$ cat src/rtl/canny_accel_mul_arbiter.sv
// Round-robin arbiter sharing one pipelined 16x7 unsigned multiplier between NREQ requesters.
// Each in-flight product carries a requester tag; an unaccepted result freezes the whole pipe.
//
// Handshake: a transfer happens on a rising edge where valid and ready are both high.
// Operand side: req_ready is combinational and one-hot; the requester holds req_valid and
// its operands until that edge. Result side: res_valid[i] stays high with res_data stable
// until res_ready[i]; while it waits, the pipe and the arbiter are frozen.
module canny_accel_mul_arbiter #(
  parameter int NREQ = 3,
  parameter int LAT  = 3
) (
  input  logic                 clk,
  input  logic                 reset,
  input  logic [NREQ-1:0]      req_valid,
  output logic [NREQ-1:0]      req_ready,
  input  logic [16*NREQ-1:0]   req_a,
  input  logic [7*NREQ-1:0]    req_b,
  output logic [NREQ-1:0]      res_valid,
  input  logic [NREQ-1:0]      res_ready,
  output logic [22:0]          res_data,
  output logic                 busy
);
  localparam int IDW = (NREQ > 1) ? $clog2(NREQ) : 1;

  logic [LAT-1:0] r_tag_v;
  logic [IDW-1:0] r_tag_id [LAT];
  logic [IDW-1:0] r_last_gnt;
  logic [15:0]    r_mul_a;
  logic [6:0]     r_mul_b;
  logic [22:0]    r_mul_p [LAT-1];

  logic           w_stall;
  logic           w_ce;
  logic           w_found;
  logic           w_issue;
  logic [IDW-1:0] w_idx;
  logic [IDW-1:0] w_gnt_id;
  logic [15:0]    w_din_a;
  logic [6:0]     w_din_b;

  // Rotating search starting one past the last granted requester.
  always_comb begin
    w_found  = 1'b0;
    w_gnt_id = '0;
    w_idx    = r_last_gnt;
    for (int k = 0; k < NREQ; k++) begin
      w_idx = (w_idx == IDW'(NREQ - 1)) ? '0 : w_idx + 1'b1;
      if (!w_found && req_valid[w_idx]) begin
        w_found  = 1'b1;
        w_gnt_id = w_idx;
      end
    end
  end

  always_comb begin
    w_din_a = '0;
    w_din_b = '0;
    for (int i = 0; i < NREQ; i++) begin
      if (w_gnt_id == IDW'(i)) begin
        w_din_a = req_a[16*i +: 16];
        w_din_b = req_b[7*i +: 7];
      end
    end
  end

  always_comb begin
    res_valid = '0;
    for (int i = 0; i < NREQ; i++) begin
      res_valid[i] = r_tag_v[LAT-1] && (r_tag_id[LAT-1] == IDW'(i));
    end
  end

  assign w_stall = |(res_valid & ~res_ready);
  assign w_ce    = ~w_stall;
  // Gated by reset so no requester sees an acceptance that the reset edge would discard.
  assign w_issue = w_found & w_ce & ~reset;

  always_comb begin
    req_ready = '0;
    for (int i = 0; i < NREQ; i++) begin
      req_ready[i] = w_issue && (w_gnt_id == IDW'(i));
    end
  end

  assign busy     = |r_tag_v;
  assign res_data = r_mul_p[LAT-2];

  always_ff @(posedge clk) begin
    if (reset) begin
      r_tag_v    <= '0;
      r_last_gnt <= IDW'(NREQ - 1);
      for (int i = 0; i < LAT; i++) begin
        r_tag_id[i] <= '0;
      end
    end else if (w_ce) begin
      r_tag_v     <= {r_tag_v[LAT-2:0], w_issue};
      r_tag_id[0] <= w_gnt_id;
      for (int i = 1; i < LAT; i++) begin
        r_tag_id[i] <= r_tag_id[i-1];
      end
      if (w_issue) begin
        r_last_gnt <= w_gnt_id;
      end
    end
  end

  // Multiplier datapath: operand stage then LAT-1 product stages, all on the shared enable.
  always_ff @(posedge clk) begin
    if (w_ce) begin
      r_mul_a    <= w_din_a;
      r_mul_b    <= w_din_b;
      r_mul_p[0] <= 23'(r_mul_a) * 23'(r_mul_b);
      for (int i = 1; i < LAT - 1; i++) begin
        r_mul_p[i] <= r_mul_p[i-1];
      end
    end
  end
endmodule

$ cat config.mk
export PLATFORM = sky130hd
export DESIGN_NAME = canny_accel_mul_arbiter
export DESIGN_NICKNAME = d
export VERILOG_FILES = /design/src/rtl/canny_accel_mul_arbiter.sv
export SDC_FILE = /design/constraint.sdc
export NUM_CORES = 1
export LEC_CHECK = 0
export ABC_CLOCK_PERIOD_IN_PS = 11000
export BUFFER_PORTS_ARGS = -buffer_cell sky130_fd_sc_hd__buf_2
export CORE_MARGIN = 1.5
export CORE_UTILIZATION = 25
export DETAILED_ROUTE_END_ITERATION = 8
export PLACE_DENSITY = 0.48
export SLEW_MARGIN = 10
export SYNTH_ARGS = -nofsm -noshare
export SYNTH_HDL_FRONTEND = slang
export SYNTH_SLANG_ARGS = --single-unit
$ cat constraint.sdc
create_clock -name clk -period 11 [get_ports clk]
set_input_delay 0.55 -clock clk [delete_from_list [all_inputs] [get_ports clk]]
set_output_delay 0.55 -clock clk [all_outputs]
set_load 0.02 [all_outputs]
== Word level (Yosys, flattened, before mapping) ==
Memory sizes are Yosys's and may differ from the RTL's.
Cells that the tools add are included.

* Muxes and demuxes: 29
* $add $sub $neg: 3
* Reduce and logical (&&, ||, !) cells: 15
* Bitwise gates (word level): 9
* Magnitude comparators: 3
* Equal/unequal tests: 7
* Multipliers: 1

{| class="wikitable"
|+ Operator list
! operator !! number
|-
| 16-bit 2-to-1 mux || 3
|-
| 16-bit by 7-bit multiplier with 23-bit output || 1
|-
| 7-bit 2-to-1 mux || 3
|-
| 2-bit 2-to-1 mux || 9
|-
| 1-bit 2-to-1 mux || 11
|-
| 2-bit == test (second input constant) || 5
|-
| 2-bit by 3-bit less-than comparator with 1-bit output (second input constant) || 3
|-
| 1-bit logical AND || 8
|-
| 2-bit by 1-bit adder with 2-bit output (second input constant) || 3
|-
| 1-bit binary-select mux with 2-bit select || 3
|-
| 3-bit OR reduction || 2
|-
| 2-bit by 1-bit == test with 1-bit output (second input constant) || 2
|-
| 2-bit zero test || 2
|-
| 3-bit AND || 1
|-
| 3-bit NOT || 1
|-
| 1-bit bitwise OR || 3
|-
| 1-bit AND || 2
|-
| 1-bit zero test || 2
|-
| 1-bit NOT || 2
|-
| 2-bit AND reduction || 1
|}

* Input bits: 77
* Logic and storage cells: 73
* Bits in writable memories: 52
* Flip-flop bits (word level): 28
* Output and inout port bits: 30
* Memories: 2

{| class="wikitable"
|+ Memories
! name !! words !! bits a word !! rd ports !! clocked after Yosys merged registers in !! wr ports !! RTL line !! source
|-
| r_mul_p || 2 || 23 || 2 || 0 || 2 || 30 || <nowiki>logic [22:0] r_mul_p [LAT-1];</nowiki>
|-
| r_tag_id || 3 || 2 || 3 || 0 || 3 || 26 || <nowiki>logic [IDW-1:0] r_tag_id [LAT];</nowiki>
|}

== Logic depth before layout (Yosys ltp) ==
* Word-level depth: 15
* Depth in mapped cells: 18

== Least setup slack after synthesis ==
Ideal clock, no wire load.

* Path type: register to register
* From: register r_mul_b[1]
* To: memory r_mul_p[0][11], data pin
* Buffers on the path: 1
* Data arrival time: 4202 ps
* Cell stages (with the launch flop): 18
* Slack: 6537 ps
* Library setup time: 262 ps
* Required time: 10738 ps
* Cell sequence: edfxtp_1 -> clkbuf_1 -> and2_1 -> fa_1 -> inv_1 -> fa_1 -> inv_1 -> fa_1 -> inv_1 -> fa_1 -> inv_1 -> ha_1 -> nand3_1 -> nor2_1 -> or3_1 -> a31oi_1 -> o21ai_1 -> xor2_1

{| class="wikitable"
|+ RTL lines
! item !! RTL line !! source
|-
| start: declaration || 29 || <nowiki>logic [6:0] r_mul_b;</nowiki>
|-
| start signal: assignment || 111 || <nowiki>r_mul_b <= w_din_b;</nowiki>
|-
| end: declaration || 30 ||
|}

==> metrics.txt <==
# TYPE chip_impl_metric gauge
chip_impl_metric{name="critPathMaxStageDelay",unit="ns"} 0.64
chip_impl_metric{name="via_per_inst",unit=""} 4.18
chip_impl_metric{name="routed-via-count",unit=""} 4481
chip_impl_metric{name="globalRoute.totalOverflow",unit=""} 0
chip_impl_metric{name="postCtsHoldBufs",unit=""} 0
chip_impl_info{name="synth_most_common_cell",value="sky130_fd_sc_hd__inv_1"} 1
chip_impl_info{name="synth_top_cells_by_area",value="sky130_fd_sc_hd__edfxtp_1, sky130_fd_sc_hd__fa_1, sky130_fd_sc_hd__and2_1, sky130_fd_sc_hd__ha_1, sky130_fd_sc_hd__inv_1"} 1
chip_impl_metric{name="worst_skew_pair.late_latency",unit="ns"} 0.35
chip_impl_metric{name="drt_pass_1_iters",unit=""} 4
chip_impl_metric{name="chipHeight",unit="um"} 168
chip_impl_info{name="worst_hold_path_type",value="reg -> reg"} 1
chip_impl_info{name="critical-path-slowest-cell",value="sky130_fd_sc_hd__edfxtp_1"} 1
chip_impl_metric{name="drtAntennaViolNets",unit=""} 0
chip_impl_info{name="synth_top_family_by_area",value="adder cells"} 1
chip_impl_metric{name="synth.distinct_cells",unit=""} 48
chip_impl_metric{name="buffers_plus_inverters_on_the_worst_setup_path",unit=""} 4
chip_impl_metric{name="post_cts_buffers",unit=""} 0
chip_impl_metric{name="mappedNetlistNets",unit=""} 837
chip_impl_metric{name="floorplan.initialDensity",unit="%"} 25.4
chip_impl_info{name="clockRootBuffer",value="sky130_fd_sc_hd__clkbuf_16"} 1
chip_impl_info{name="dominantRegCellSynth",value="sky130_fd_sc_hd__edfxtp_1"} 1
chip_impl_metric{name="critical_path_data_arrival_time",unit="ns"} 4.90
chip_impl_metric{name="final_nets",unit=""} 913
chip_impl_metric{name="fin_crit_sh",unit="%"} 43.7
chip_impl_metric{name="report.final.hold_viol_count",unit=""} 0
chip_impl_metric{name="first_global_vias",unit=""} 4545
chip_impl_metric{name="die_area",unit="sq mm"} 0.0283
chip_impl_metric{name="final_cell_count_no_fill",unit=""} 1072
chip_impl_metric{name="synth-adder-area-share",unit="%"} 27.8
chip_impl_metric{name="numClockSinks",unit=""} 80
chip_impl_metric{name="synthSimpleGateAreaFrac",unit="%"} 14.9
chip_impl_metric{name="detail_route.wirelength",unit="um"} 13600
chip_impl_info{name="crit_chain",value="and2_1, fa_1, inv_1, fa_1, inv_1, fa_1, inv_1, fa_1, inv_1, ha_1, nand3_1, nor2_1, or3_1, a31oi_1, o21ai_1, xor2_1"} 1
chip_impl_metric{name="grt_util_all_layers",unit="%"} 10.2
chip_impl_metric{name="synth_edf_count",unit=""} 75
chip_impl_metric{name="core",unit="sq mm"} 0.0269
chip_impl_metric{name="layout_area_growth_over_synthesis",unit="%"} 14.6
chip_impl_info{name="cts_tree",value="built"} 1
chip_impl_metric{name="post_route_cells_drive_above_1_share",unit="%"} 18.6
chip_impl_metric{name="clock_tree.buffer_depth",unit=""} 2
chip_impl_metric{name="synth.cell_area",unit="sq mm"} 0.00682
chip_impl_metric{name="critPathMaxFanout",unit=""} 16
chip_impl_metric{name="finalWorstPathRequiredPeriod",unit="ns"} 4.81
chip_impl_metric{name="worst-endpoint-required",unit="ns"} 11.09
chip_impl_metric{name="detailed_place_hpwl",unit="um"} 10600
chip_impl_info{name="synth.largest_area_cell",value="sky130_fd_sc_hd__edfxtp_1"} 1
chip_impl_metric{name="total_of_endpoints_with_negative_setup_slack_in_the_final_report",unit=""} 0
chip_impl_metric{name="final.setup_skew",unit="ns"} 0.0100
chip_impl_info{name="grt_setup_unrepaired",value="false"} 1
chip_impl_info{name="launching_element_type_of_the_critical_path",value="register"} 1
chip_impl_metric{name="cts-htree-levels",unit=""} 3
chip_impl_metric{name="ys_seq_elements",unit=""} 80
chip_impl_info{name="timing.critical_path.max_delay_family",value="adder cells"} 1
chip_impl_metric{name="post_synth_xor_area_fraction",unit="%"} 2.44
chip_impl_metric{name="global_route_wire_length_before_repair",unit="um"} 23000
chip_impl_metric{name="iter_0_drt_violations",unit=""} 331
chip_impl_metric{name="pin_count_of_the_biggest_net_entering_global_routing",unit=""} 73
chip_impl_metric{name="wl_per_cell",unit="um"} 12.7
chip_impl_metric{name="synth.avg_cell_area",unit="sq um"} 10.5
chip_impl_metric{name="synth_compound_area_share",unit="%"} 8.44
chip_impl_metric{name="fp-row-count",unit=""} 60
chip_impl_metric{name="syn-instance-count",unit=""} 650
chip_impl_metric{name="ys_seq_area_share",unit="%"} 34.5
chip_impl_info{name="synth_common_cells",value="sky130_fd_sc_hd__inv_1, sky130_fd_sc_hd__and2_1, sky130_fd_sc_hd__edfxtp_1, sky130_fd_sc_hd__fa_1, sky130_fd_sc_hd__nand2_1"} 1
chip_impl_metric{name="remaining_drc_errors",unit=""} 0
chip_impl_metric{name="synth_top_cell_area_share",unit="%"} 33.0
chip_impl_metric{name="drv_slew",unit=""} 0
chip_impl_info{name="run_status",value="finished clean"} 1
chip_impl_metric{name="port-buffer-count",unit=""} 106
chip_impl_metric{name="clock.fmax",unit="GHz"} 0.208
chip_impl_metric{name="timing.max_cap.violations",unit=""} 0
chip_impl_metric{name="synthArstFlopShare",unit="%"} 0
chip_impl_metric{name="synthMuxAreaShare",unit="%"} 2.81
chip_impl_metric{name="num_io_pins",unit=""} 107
chip_impl_metric{name="worstMarginPinSlew",unit="ns"} 1.03
chip_impl_metric{name="yosysWarnings",unit=""} 0
chip_impl_metric{name="post_cts.resized_instances",unit=""} 0
chip_impl_metric{name="total_negative_slack_for_setup_checks",unit="ns"} 0
chip_impl_metric{name="placed_instances",unit=""} 1056
chip_impl_metric{name="die_width",unit="um"} 168
chip_impl_info{name="crit_path_end_kind",value="register"} 1
chip_impl_metric{name="routabilityCongestion",unit=""} 0.847
chip_impl_info{name="timing_worst_setup_path_type",value="reg -> reg"} 1
chip_impl_metric{name="antenna_cells",unit=""} 0
chip_impl_metric{name="antenna_found_initial",unit=""} 0
chip_impl_metric{name="n_fill_cell",unit=""} 2782
chip_impl_metric{name="cts_made_buffers",unit=""} 9
chip_impl_metric{name="slew_headroom",unit="%"} 31.1
chip_impl_metric{name="clk_pin_slew_worst_paths",unit="ns"} 0.06
cells in the final DEF (no fill, tap or decap), types with 3 or more instances in the layout:
master,instances
sky130_fd_sc_hd__clkbuf_16,10
sky130_fd_sc_hd__and2_1,83
sky130_fd_sc_hd__mux2i_1,18
sky130_fd_sc_hd__o211ai_1,3
sky130_fd_sc_hd__fa_1,69
sky130_fd_sc_hd__o22ai_1,8
sky130_fd_sc_hd__dfxtp_1,5
sky130_fd_sc_hd__xnor2_1,12
sky130_fd_sc_hd__ha_1,41
sky130_fd_sc_hd__xor2_1,7
sky130_fd_sc_hd__nand3_1,5
sky130_fd_sc_hd__nand2b_1,4
sky130_fd_sc_hd__a21o_1,7
sky130_fd_sc_hd__and3_1,3
sky130_fd_sc_hd__buf_2,106
sky130_fd_sc_hd__o21ai_0,7
sky130_fd_sc_hd__nor2_1,42
sky130_fd_sc_hd__nor3_1,6
sky130_fd_sc_hd__a31oi_1,5
sky130_fd_sc_hd__a211oi_2,3
sky130_fd_sc_hd__a21oi_1,36
sky130_fd_sc_hd__inv_1,95
sky130_fd_sc_hd__nand2_1,44
sky130_fd_sc_hd__edfxtp_1,75
flip-flops by register name, indices dropped and copies added, names as in the netlist:
signal	count
r_mul_p	46
r_mul_a	16
r_mul_b	7
r_tag_id	6
r_tag_v	3
r_last_gnt	2
area by class of cell:
type                            count  area (sq um)  area share [%]
Sequential cell                    80          2350            30.1
Inverter                           95           357            4.56
Clock inverter                      4          28.8           0.368
Multi-Input combinational cell    433          3860            49.4
Timing Repair Buffer              107           538            6.88
Tap cell                          341           427            5.46
Clock buffer                       12           258            3.30
per-stage QoR:
step	area (sq um)	hold slack [ns]	setup WS (ns)	utilization (%)
after global placement	7530	0.404	6.19	28.0
after detailed placement	7530	0.405	6.21	28.0
final	7820	0.416	6.19	29.1
after floorplan	6820	0.400	6.54	-
after global routing	7820	0.423	5.95	29.1
after CTS	7820	0.417	6.20	29.1
worst paths after layout:
path,from,end,slack (ns),cells past startpoint
setup / recovery,r_mul_b[3],r_mul_p[0][11],6.19,16
hold / removal,r_mul_p[0][15],r_mul_p[0][38],0.42,0
setup reg to reg,r_mul_b[3],r_mul_p[0][11],6.19,16
hold reg to reg,r_mul_p[0][15],r_mul_p[0][38],0.42,0
logic make-up after synthesis:
| group | Yosys count |
|---|---|
| buf+inv | 137 |
| mux | 19 |
| xor+xnor | 19 |
| fa+ha+maj | 110 |
| compound gates | 88 |
| flops | 80 |
| simple gates | 197 |
layer usage:
layer  up-vias  wire (um)  GRT usage, %
li1       2262          -             -
met1      2080       7380          15.1
met2       126       5390          14.7
met3        13        555          1.69
met4         0        239          4.08
met5         -          0             0
Power is left out: the tool's default activity adds up to more than one toggle a clock period on the data nets, which glitch-free logic cannot reach.
